===== src/rtl/maquina_cafe_ctrl_pkg.sv =====
`default_nettype none
// +----------------------------------------------------------------------+
// | cafe_pkg: shared types, coin values and per-drink tables             |
// | Rev 1.0                                                              |
// +----------------------------------------------------------------------+
package cafe_pkg;

    localparam int CAFE_MONEY_W = 8;

    typedef enum logic [2:0] {
        ST_IDLE   = 3'd0,
        ST_PAY    = 3'd1,
        ST_SERVE  = 3'd2,
        ST_FINISH = 3'd3,
        ST_REFUND = 3'd4
    } cafe_state_t;

    localparam logic [7:0] C_COIN_SW0 = 8'd1;
    localparam logic [7:0] C_COIN_SW1 = 8'd2;
    localparam logic [7:0] C_COIN_SW2 = 8'd5;
    localparam logic [7:0] C_COIN_SW3 = 8'd10;

    // Indexed by drink number: element [0] is drink0.
    localparam logic [3:0][7:0] C_DRINK_COST  = {8'd12, 8'd10, 8'd8, 8'd5};
    localparam logic [3:0][3:0] C_DRINK_TICKS = {4'd6, 4'd5, 4'd4, 4'd3};

    function automatic logic [7:0] coin_value(input logic [1:0] sw);
        logic [7:0] v;
        case (sw)
            2'd0:    v = C_COIN_SW0;
            2'd1:    v = C_COIN_SW1;
            2'd2:    v = C_COIN_SW2;
            default: v = C_COIN_SW3;
        endcase
        return v;
    endfunction

    function automatic logic [1:0] lowest_set(input logic [3:0] b);
        logic [1:0] idx;
        if (b[0])      idx = 2'd0;
        else if (b[1]) idx = 2'd1;
        else if (b[2]) idx = 2'd2;
        else           idx = 2'd3;
        return idx;
    endfunction

endpackage
`default_nettype wire


===== src/rtl/maquina_cafe_ctrl_if.sv =====
`default_nettype none
// +----------------------------------------------------------------------+
// | maquina_cafe_ctrl_if: user-facing buttons/coins and controller status|
// | Rev 1.0                                                              |
// +----------------------------------------------------------------------+
interface maquina_cafe_ctrl_if
    import cafe_pkg::*;
#(
    parameter int MONEY_W = CAFE_MONEY_W
);
    logic [3:0]         btn;
    logic               coin_in;
    logic [1:0]         switch;
    logic               cancelar;
    logic [1:0]         sel_drink;
    logic [MONEY_W-1:0] credit;
    logic               serving;
    logic               busy;
    logic [MONEY_W-1:0] change;
    logic               change_valid;
    logic               done;

    modport master (
        output btn, coin_in, switch, cancelar,
        input  sel_drink, credit, serving, busy, change, change_valid, done
    );

    modport slave (
        input  btn, coin_in, switch, cancelar,
        output sel_drink, credit, serving, busy, change, change_valid, done
    );
endinterface
`default_nettype wire


===== src/rtl/maquina_cafe_ctrl_serve_timer.sv =====
`default_nettype none
// +----------------------------------------------------------------------+
// | serve_timer: tick prescaler plus serve-tick down-counter             |
// | Rev 1.0                                                              |
// +----------------------------------------------------------------------+
module serve_timer #(
    parameter int TICK_DIV = 50_000_000,
    parameter int TIME_W   = 4
) (
    input  wire logic              clk,
    input  wire logic              rst,
    input  wire logic              load_i,
    input  wire logic [TIME_W-1:0] ticks_i,
    input  wire logic              enable_i,
    output logic                   expired_o
);
    localparam int              PRE_W    = (TICK_DIV > 1) ? $clog2(TICK_DIV) : 1;
    localparam logic [PRE_W-1:0] C_PRE_LAST = PRE_W'(TICK_DIV - 1);

    logic [PRE_W-1:0]  pre_q;
    logic [TIME_W-1:0] cnt_q;
    logic              w_wrap;

    assign w_wrap = (pre_q == C_PRE_LAST);

    always_ff @(posedge clk or posedge rst) begin
        if (rst) begin
            pre_q <= '0;
            cnt_q <= '0;
        end else if (load_i) begin
            pre_q <= '0;
            cnt_q <= ticks_i;
        end else if (enable_i) begin
            if (w_wrap) begin
                pre_q <= '0;
                if (cnt_q != '0) cnt_q <= cnt_q - TIME_W'(1);
            end else begin
                pre_q <= pre_q + PRE_W'(1);
            end
        end
    end

    // Flags the wrap that takes the counter to zero, so the caller leaves
    // SERVE on exactly that edge.
    assign expired_o = enable_i && w_wrap && (cnt_q <= TIME_W'(1));

endmodule
`default_nettype wire


===== src/rtl/maquina_cafe_ctrl.sv =====
`default_nettype none
// +----------------------------------------------------------------------+
// | maquina_cafe_ctrl: drink selection, credit, serving and change FSM   |
// | Rev 1.0                                                              |
// +----------------------------------------------------------------------+
module maquina_cafe_ctrl
    import cafe_pkg::*;
#(
    parameter int MONEY_W  = CAFE_MONEY_W,
    parameter int TICK_DIV = 50_000_000,
    parameter int TIME_W   = 4
) (
    input  wire logic          clk,
    input  wire logic          rst,
    maquina_cafe_ctrl_if.slave bus
);
    cafe_state_t        state_q, state_d;
    logic [1:0]         sel_q, sel_d;
    logic [MONEY_W-1:0] credit_q, credit_d;
    logic [MONEY_W-1:0] change_lat_q, change_lat_d;
    logic [MONEY_W-1:0] change_q, change_d;
    logic               busy_q, serving_q, done_q, change_valid_q;

    logic [MONEY_W-1:0] w_cost;
    logic [MONEY_W-1:0] w_coin;
    logic [TIME_W-1:0]  w_ticks;
    logic               w_timer_load;
    logic               w_timer_expired;

    function automatic logic [MONEY_W-1:0] sat_add(input logic [MONEY_W-1:0] a,
                                                   input logic [MONEY_W-1:0] b);
        logic [MONEY_W:0] s;
        s = {1'b0, a} + {1'b0, b};
        return s[MONEY_W] ? '1 : s[MONEY_W-1:0];
    endfunction

    assign w_cost  = MONEY_W'(C_DRINK_COST[sel_q]);
    assign w_ticks = TIME_W'(C_DRINK_TICKS[sel_q]);
    assign w_coin  = bus.coin_in ? MONEY_W'(coin_value(bus.switch)) : '0;

    serve_timer #(
        .TICK_DIV (TICK_DIV),
        .TIME_W   (TIME_W)
    ) u_serve_timer (
        .clk       (clk),
        .rst       (rst),
        .load_i    (w_timer_load),
        .ticks_i   (w_ticks),
        .enable_i  (state_q == ST_SERVE),
        .expired_o (w_timer_expired)
    );

    always_comb begin
        state_d      = state_q;
        sel_d        = sel_q;
        credit_d     = credit_q;
        change_lat_d = change_lat_q;
        w_timer_load = 1'b0;
        case (state_q)
            ST_IDLE: begin
                if (|bus.btn) begin
                    state_d = ST_PAY;
                    sel_d   = lowest_set(bus.btn);
                end
            end
            ST_PAY: begin
                if (bus.cancelar) begin
                    state_d = ST_REFUND;
                end else begin
                    credit_d = sat_add(credit_q, w_coin);
                    // Compare against the registered credit; a coin landing on
                    // the transition edge is folded into the change instead.
                    if (credit_q >= w_cost) begin
                        state_d      = ST_SERVE;
                        change_lat_d = sat_add(credit_q - w_cost, w_coin);
                        w_timer_load = 1'b1;
                    end
                end
            end
            ST_SERVE: begin
                if (w_timer_expired) state_d = ST_FINISH;
            end
            ST_FINISH, ST_REFUND: begin
                state_d  = ST_IDLE;
                credit_d = '0;
            end
            default: state_d = ST_IDLE;
        endcase
    end

    always_comb begin
        change_d = '0;
        if (state_d == ST_FINISH)      change_d = change_lat_q;
        else if (state_d == ST_REFUND) change_d = credit_q;
    end

    always_ff @(posedge clk or posedge rst) begin
        if (rst) begin
            state_q        <= ST_IDLE;
            sel_q          <= '0;
            credit_q       <= '0;
            change_lat_q   <= '0;
            change_q       <= '0;
            busy_q         <= 1'b0;
            serving_q      <= 1'b0;
            done_q         <= 1'b0;
            change_valid_q <= 1'b0;
        end else begin
            state_q        <= state_d;
            sel_q          <= sel_d;
            credit_q       <= credit_d;
            change_lat_q   <= change_lat_d;
            change_q       <= change_d;
            busy_q         <= (state_d != ST_IDLE);
            serving_q      <= (state_d == ST_SERVE);
            done_q         <= (state_d == ST_FINISH);
            change_valid_q <= (state_d == ST_FINISH) || (state_d == ST_REFUND);
        end
    end

    assign bus.sel_drink    = sel_q;
    assign bus.credit       = credit_q;
    assign bus.serving      = serving_q;
    assign bus.busy         = busy_q;
    assign bus.change       = change_q;
    assign bus.change_valid = change_valid_q;
    assign bus.done         = done_q;

endmodule
`default_nettype wire


===== src/flat_wrapper.sv =====
// flat-port wrapper written by rule: the top's interface ports become plain ports
module maquina_cafe_ctrl_flat import cafe_pkg::*;
#(
    parameter int MONEY_W  = CAFE_MONEY_W,
    parameter int TICK_DIV = 50_000_000,
    parameter int TIME_W   = 4
)
  (clk, rst, bus_btn, bus_coin_in, bus_switch, bus_cancelar, bus_sel_drink, bus_credit, bus_serving, bus_busy, bus_change, bus_change_valid, bus_done);
  maquina_cafe_ctrl_if #(.MONEY_W(MONEY_W)) bus_i ();
  input  wire logic clk;
  input  wire logic rst;
  input wire logic [$bits(bus_i.btn)-1:0] bus_btn;
  input wire logic [$bits(bus_i.coin_in)-1:0] bus_coin_in;
  input wire logic [$bits(bus_i.switch)-1:0] bus_switch;
  input wire logic [$bits(bus_i.cancelar)-1:0] bus_cancelar;
  output wire logic [$bits(bus_i.sel_drink)-1:0] bus_sel_drink;
  output wire logic [$bits(bus_i.credit)-1:0] bus_credit;
  output wire logic [$bits(bus_i.serving)-1:0] bus_serving;
  output wire logic [$bits(bus_i.busy)-1:0] bus_busy;
  output wire logic [$bits(bus_i.change)-1:0] bus_change;
  output wire logic [$bits(bus_i.change_valid)-1:0] bus_change_valid;
  output wire logic [$bits(bus_i.done)-1:0] bus_done;
  assign bus_i.btn = bus_btn;
  assign bus_i.coin_in = bus_coin_in;
  assign bus_i.switch = bus_switch;
  assign bus_i.cancelar = bus_cancelar;
  assign bus_sel_drink = bus_i.sel_drink;
  assign bus_credit = bus_i.credit;
  assign bus_serving = bus_i.serving;
  assign bus_busy = bus_i.busy;
  assign bus_change = bus_i.change;
  assign bus_change_valid = bus_i.change_valid;
  assign bus_done = bus_i.done;
  maquina_cafe_ctrl #(.MONEY_W(MONEY_W), .TICK_DIV(TICK_DIV), .TIME_W(TIME_W)) u_core (.clk(clk), .rst(rst), .bus(bus_i));
endmodule

===== config.mk =====
export PLATFORM = sky130hd
export DESIGN_NAME = maquina_cafe_ctrl_flat
export DESIGN_NICKNAME = d
export VERILOG_FILES = /design/src/rtl/maquina_cafe_ctrl_pkg.sv /design/src/rtl/maquina_cafe_ctrl_if.sv /design/src/rtl/maquina_cafe_ctrl_serve_timer.sv /design/src/rtl/maquina_cafe_ctrl.sv /design/src/flat_wrapper.sv
export SDC_FILE = /design/constraint.sdc
export NUM_CORES = 1
export LEC_CHECK = 0
export CORE_ASPECT_RATIO = 1.75
export CORE_MARGIN = 2
export CORE_UTILIZATION = 58
export CTS_BUF_LIST = sky130_fd_sc_hd__clkbuf_16
export DETAILED_ROUTE_END_ITERATION = 8
export PLACE_DENSITY = 0.86
export SETUP_SLACK_MARGIN = 0.1
export SLEW_MARGIN = 10
export SYNTH_ARGS = -nofsm -noshare
export SYNTH_HDL_FRONTEND = slang
export SYNTH_SLANG_ARGS = --single-unit

===== constraint.sdc =====
create_clock -name clk -period 3.1 [get_ports clk]
set_input_delay 0.31 -clock clk [delete_from_list [all_inputs] [get_ports clk]]
set_output_delay 0.31 -clock clk [all_outputs]
set_load 0.02 [all_outputs]

After elaboration in Yosys (flattened, before gate mapping) --
Cells that the tools add are included. W data, S select, Z words.
Word-level totals: register bits after elaboration 63, bits of input ports 10, output and inout port bits 22, word-level logic and storage cells 78
Cells by class: add/subtract/negate cells 5, order comparisons 3, equality and inequality tests 11, multiplexer cells 30, bitwise operators 1, reduce and logical (&&, ||, !) cells 17
Operators with widths (count):
- $mux W26 | 3
- $mux W8 | 6
- $add A26 B1 Y26 const B | 1
- $eq A26 B26 Y1 const B | 1
- $mux W4 | 6
- $add A8 B8 Y9 | 2
- $bmux W8 S2 | 1
- $pmux W8 S2 | 1
- $eq A3 B2 Y1 const B | 4
- $mux W3 | 4
- $pmux W4 S3 | 1
- $pmux W3 S3 | 1
- $bmux W4 S2 | 1
- $ge A8 B8 Y1 | 1
- $reduce_bool A2 Y1 | 4
- $sub A8 B8 Y8 | 1
- $eq A3 B3 Y1 const B | 2
- $reduce_and A3 Y1 | 2
- $le A4 B1 Y1 const B | 1
- $mux W1 | 4
- $mux W2 | 2
- $reduce_and A2 Y1 | 2
- $reduce_bool A4 Y1 | 1
- $reduce_or A4 Y1 | 1
- 13 further kinds | 14

Depth between registers and ports, before layout --
depth after elaboration 9, depth in mapped cells 15, mapped depth without buffers 15

Modules after synthesis --
Synthesis repeated with hierarchy kept, for this count alone.
Unflattened totals: cells, all modules 412, area, all modules 3834.9 µm²
Modules (own cells, without submodules):
- maquina_cafe_ctrl | instances 1, cells each 232, area an instance 2149.6 µm², seq. area each 825.8 µm²
- serve_timer | instances 1, cells each 180, area an instance 1685.4 µm², seq. area each 750.7 µm²

Worst setup path after synthesis --
Ideal clock, no wire load.
kind reg-to-reg, start point register u_core.sel_q[0], in the netlist u_core.bus.sel_drink[0], end point register u_core.change_lat_q[7], setup time 125 ps, arrival time 2860 ps, data required time 2975 ps, path slack 115 ps, stages on the path, launching flop included 15, path buffers 1, period minus slack after synthesis 2985 ps, cells stage by stage dfrtp_1 inv_1 ha_1 ha_1 clkbuf_1 o21a_1 o31a_1 nor2_1 ha_1 nand2_1 o21ai_0 o21ai_0 or3_1 and4b_1 a211oi_1
On the way: word-level cells in the longest chain between the ends 5, elaborated cells between the ends (all ways) 7, classes of those cells add/sub (2); order compare (1); mux (3); reduce/logical (1)
RTL lines:
- from (decl) | line maquina_cafe_ctrl.sv:18 | logic [1:0] sel_q, sel_d;
- from (signal assigned) | line maquina_cafe_ctrl.sv:110 | sel_q <= sel_d;
- $bmux W8 S2 * | line maquina_cafe_ctrl.sv:37 | assign w_cost = MONEY_W'(C_DRINK_COST[sel_q]);
- $mux W8 (not written as such) * | line maquina_cafe_ctrl.sv:37
- $sub A8 B8 Y8 | line maquina_cafe_ctrl.sv:75 | change_lat_d = sat_add(credit_q - w_cost, w_coin);
- $add A8 B8 Y9 | line maquina_cafe_ctrl.sv:33 | s = {1'b0, a} + {1'b0, b};
- $mux W8 | line maquina_cafe_ctrl.sv:34 | return s[MONEY_W] ? '1 : s[MONEY_W-1:0];
- to (signal assigned) | line maquina_cafe_ctrl.sv:112 | change_lat_q <= change_lat_d;
- to (decl) | line maquina_cafe_ctrl.sv:20 | logic [MONEY_W-1:0] change_lat_q, change_lat_d;
Mark *: on every way between the ends. The rest lies on a longest branch, timed or not. The select of a mux whose other input is x is not followed. A chain may end at the register's enable or synchronous reset.

Worst setup path in the final report --
start point register u_core.sel_q[1], in the netlist u_core.bus.sel_drink[1], end point register u_core.change_lat_q[7]
Same word-level chain as after synthesis.

==> impl_metrics.tcl <==
set metrics [dict create \
    status "complete, no violations" \
    crit_path_end_kind "flop" \
    die_y_um 109 \
    core-area_mm2 0.00613 \
    dp_hpwl_um 6840 \
    start_util 0.594 \
    r2r_start "u_core.bus.sel_drink[1]" \
    power_density_mw_per_mm2 952 \
    cp-start-kind "flop" \
    clock-root-buffer "clkbuf_16" \
    yosysUniqueCellTypes 55 \
    wl_um 9670 \
    avgSynthCellArea_um2 9.34 \
    synthTopCellsByArea "dfrtp_1 (43%), ha_1 (6.2%), xor2_1 (5.1%)" \
    ys_ff_latch 63 \
    vdd_ir_drop_max_mv 0.667 \
    synthSimpleGateAreaFrac 0.204 \
    crit_fanout 4 \
    critPathKind "reg -> reg" \
    regArea_mm2 0.00158 \
    grt_pass1_vias 3247 \
    cts_buffer_depth 2 \
    dp_cells 501 \
    syn_inst 390 \
    synth_common_cells "dfrtp_1 (63), nor2_1 (41), nand2_1 (31)" \
    grt_pass1_wl_um 15500 \
    area_growth_syn_to_layout_pct 23.8 \
    vias_per_cell 6.26 \
    num_rows 38 \
    cp.arrival_ps 3130 \
    post-route-period-util 0.944 \
    synth_xor_area_frac 0.0649 \
    netlist.area_leader.share 0.433 \
    synthArstFlopShare 1.00 \
    fmax_mhz 342 \
    synthMostInstantiatedCell "dfrtp_1" \
    tightestPinTransition_ps 815 \
    r2r_cells 13 \
    final_nets 470 \
    netlist_area_mm2 0.00364 \
    grt_usage 0.294 \
    grt_start_max_net_pins 35 \
    antenna_left 0 \
    synth-compound-area-share 0.177 \
    postLayoutCoreUtil 0.735 \
    antenna_found_initial 0 \
    hold_ws_ps 438 \
    cts_buffers 9 \
    synth.area.mux_share 0.00584 \
    yosys.area.top_type "dfrtp_1" \
    avgRoutedWirePerCell_um 18.5 \
    synth-edff-count 0 \
    clk_pin_slew_ps 50 \
    hold_viol 0 \
    clock-sinks 63 \
    timing.slew.headroom 0.452 \
    gp_congestion 0.947 \
    drive_gt1_frac 0.136 \
    drv_slew 0 \
    power_uw 4290 \
    first_pass_iters 4 \
    maxCapViolations 0 \
    r2r_end "u_core.change_lat_q[7]" \
    antenna_cells 0 \
    die_area_mm2 0.00695 \
    multiInputGateArea_mm2 0.00205 \
    cts-htree-levels 3 \
    rsz0062_at_grt "yes" \
    finalSetupViolCount 0 \
    yosysSeqAreaShare 0.433 \
    vias 3267 \
    io_pins 32 \
    die_w_um 63.9 \
    clkLatencyLatePin_ps 330 \
    setup_tns_ps 0 \
    stdcell_count 522 \
    yosysWarnings 0 \
    synth.net_count 421 \
    io_buffers 31 \
    cts_tree "built" \
    leakage_uw 0.00201 \
    finalClockSkew_ps 11.1 \
    period_minus_slack_ps 2930 \
    hp-class "in -> async" \
    drt_iter0_markers 292 \
    synthFlopType "dfrtp_1" \
    drc 0 \
    synth_top_family_by_area "simple AND/OR/NAND/NOR gates" \
    cp_data_required_time_ps 3300 \
    r2r_slack_ps 170 \
    grt-ovfl-total 0 \
    synthAdderAreaFrac 0.0784 \
    fillers 435 \
]
[cells in the final DEF (no fill, tap or decap), types with 5 or more instances in the layout]
cell / count
a21oi_1: 18
a22o_1: 11
a31oi_1: 5
and3_1: 8
buf_4: 21
clkbuf_16: 9
clkdlybuf4s50_1: 31
dfrtp_1: 63
ha_1: 12
inv_1: 16
nand2_1: 30
nand3_1: 18
nand4_1: 7
nor2_1: 40
nor3_1: 12
o21ai_0: 26
xnor2_1: 6
xor2_1: 21
[how the worst max path moves through the flow]
stage                            start  cells after the start                endpoint  slack [ps]
6_report       u_core.bus.sel_drink[1]                     13  u_core.change_lat_q[7]         170
5_1_grt        u_core.bus.sel_drink[0]                     13  u_core.change_lat_q[7]          70
4_1_cts        u_core.bus.sel_drink[1]                     13  u_core.change_lat_q[2]          60
3_5_place_dp   u_core.bus.sel_drink[0]                     15  u_core.change_lat_q[7]           5
3_3_place_gp   u_core.bus.sel_drink[0]                     15  u_core.change_lat_q[7]         110
2_1_floorplan  u_core.bus.sel_drink[0]                     14  u_core.change_lat_q[7]         110
[through the flow]
stage | setup slack (ps) | instance area (um^2)
final | 175 | 4510
after global routing | 73.9 | 4510
after CTS | 63.5 | 4350
after detailed placement | 4.98 | 4090
after global placement | 106 | 4090
after floorplan | 115 | 3640
[cell families (layout without fill, tap and decap cells)]
family                     after synthesis  count (layout)
xor gates and xnor gates                27              27
AOI/OAI and AO/OA                       97              97
buffers and inverters                   32              84
DFF                                     63              63
muxes                                    2               2
and+or+nand+nor                        148             148
adders and majority gates               21              21
[area by class of cell]
cell class / instances / share of cell area
Tap cell: 80 / 0.0222
Clock buffer: 9 / 0.0500
Sequential cell: 63 / 0.350
Multi-Input combinational cell: 295 / 0.455
Clock inverter: 5 / 0.00444
Inverter: 18 / 0.0150
Timing Repair Buffer: 52 / 0.104
[critical path, cell delays in order (launching register included)]
cell	delay [ps]
dfrtp_1	430
inv_2	110
ha_4	130
ha_2	170
inv_1	60
fa_2	360
xor2_1	190
ha_1	350
nand2_1	80
o21ai_2	160
o21ai_2	80
or3_4	390
and4b_1	250
a211oi_1	50
[routing by layer]
layer	wire length [um]	GRT usage
met1	3390	0.290
met5	0	0
met2	5400	0.563
met4	468	0.155
met3	404	0.0588
[where the power goes]
| part | switching, uW | total, uW | internal, uW |
|---|---|---|---|
| clock | 322 | 838 | 516 |
| combinational | 1240 | 2260 | 1030 |
| sequential | 179 | 1190 | 1010 |
[what timing repair did]
item / 4_1_cts / 5_1_grt
pin swaps: 1 / 6
hold buffers: 0 / 0
resized for setup: 1 / 29
setup buffers: 2 / 5
endpoints found under the setup margin: 7 / 34
[flip-flops by register name, indices dropped and copies added, names as in the netlist]
signal and cells:
u_core.bus.busy 1, u_core.bus.serving 1, u_core.u_serve_timer.pre_q 26, u_core.bus.done 1, u_core.bus.credit 8, u_core.bus.change 8
u_core.state_q 3, u_core.bus.sel_drink 2, u_core.change_lat_q 8, u_core.bus.change_valid 1, u_core.u_serve_timer.cnt_q 4
(Power assumes the default switching activity.)
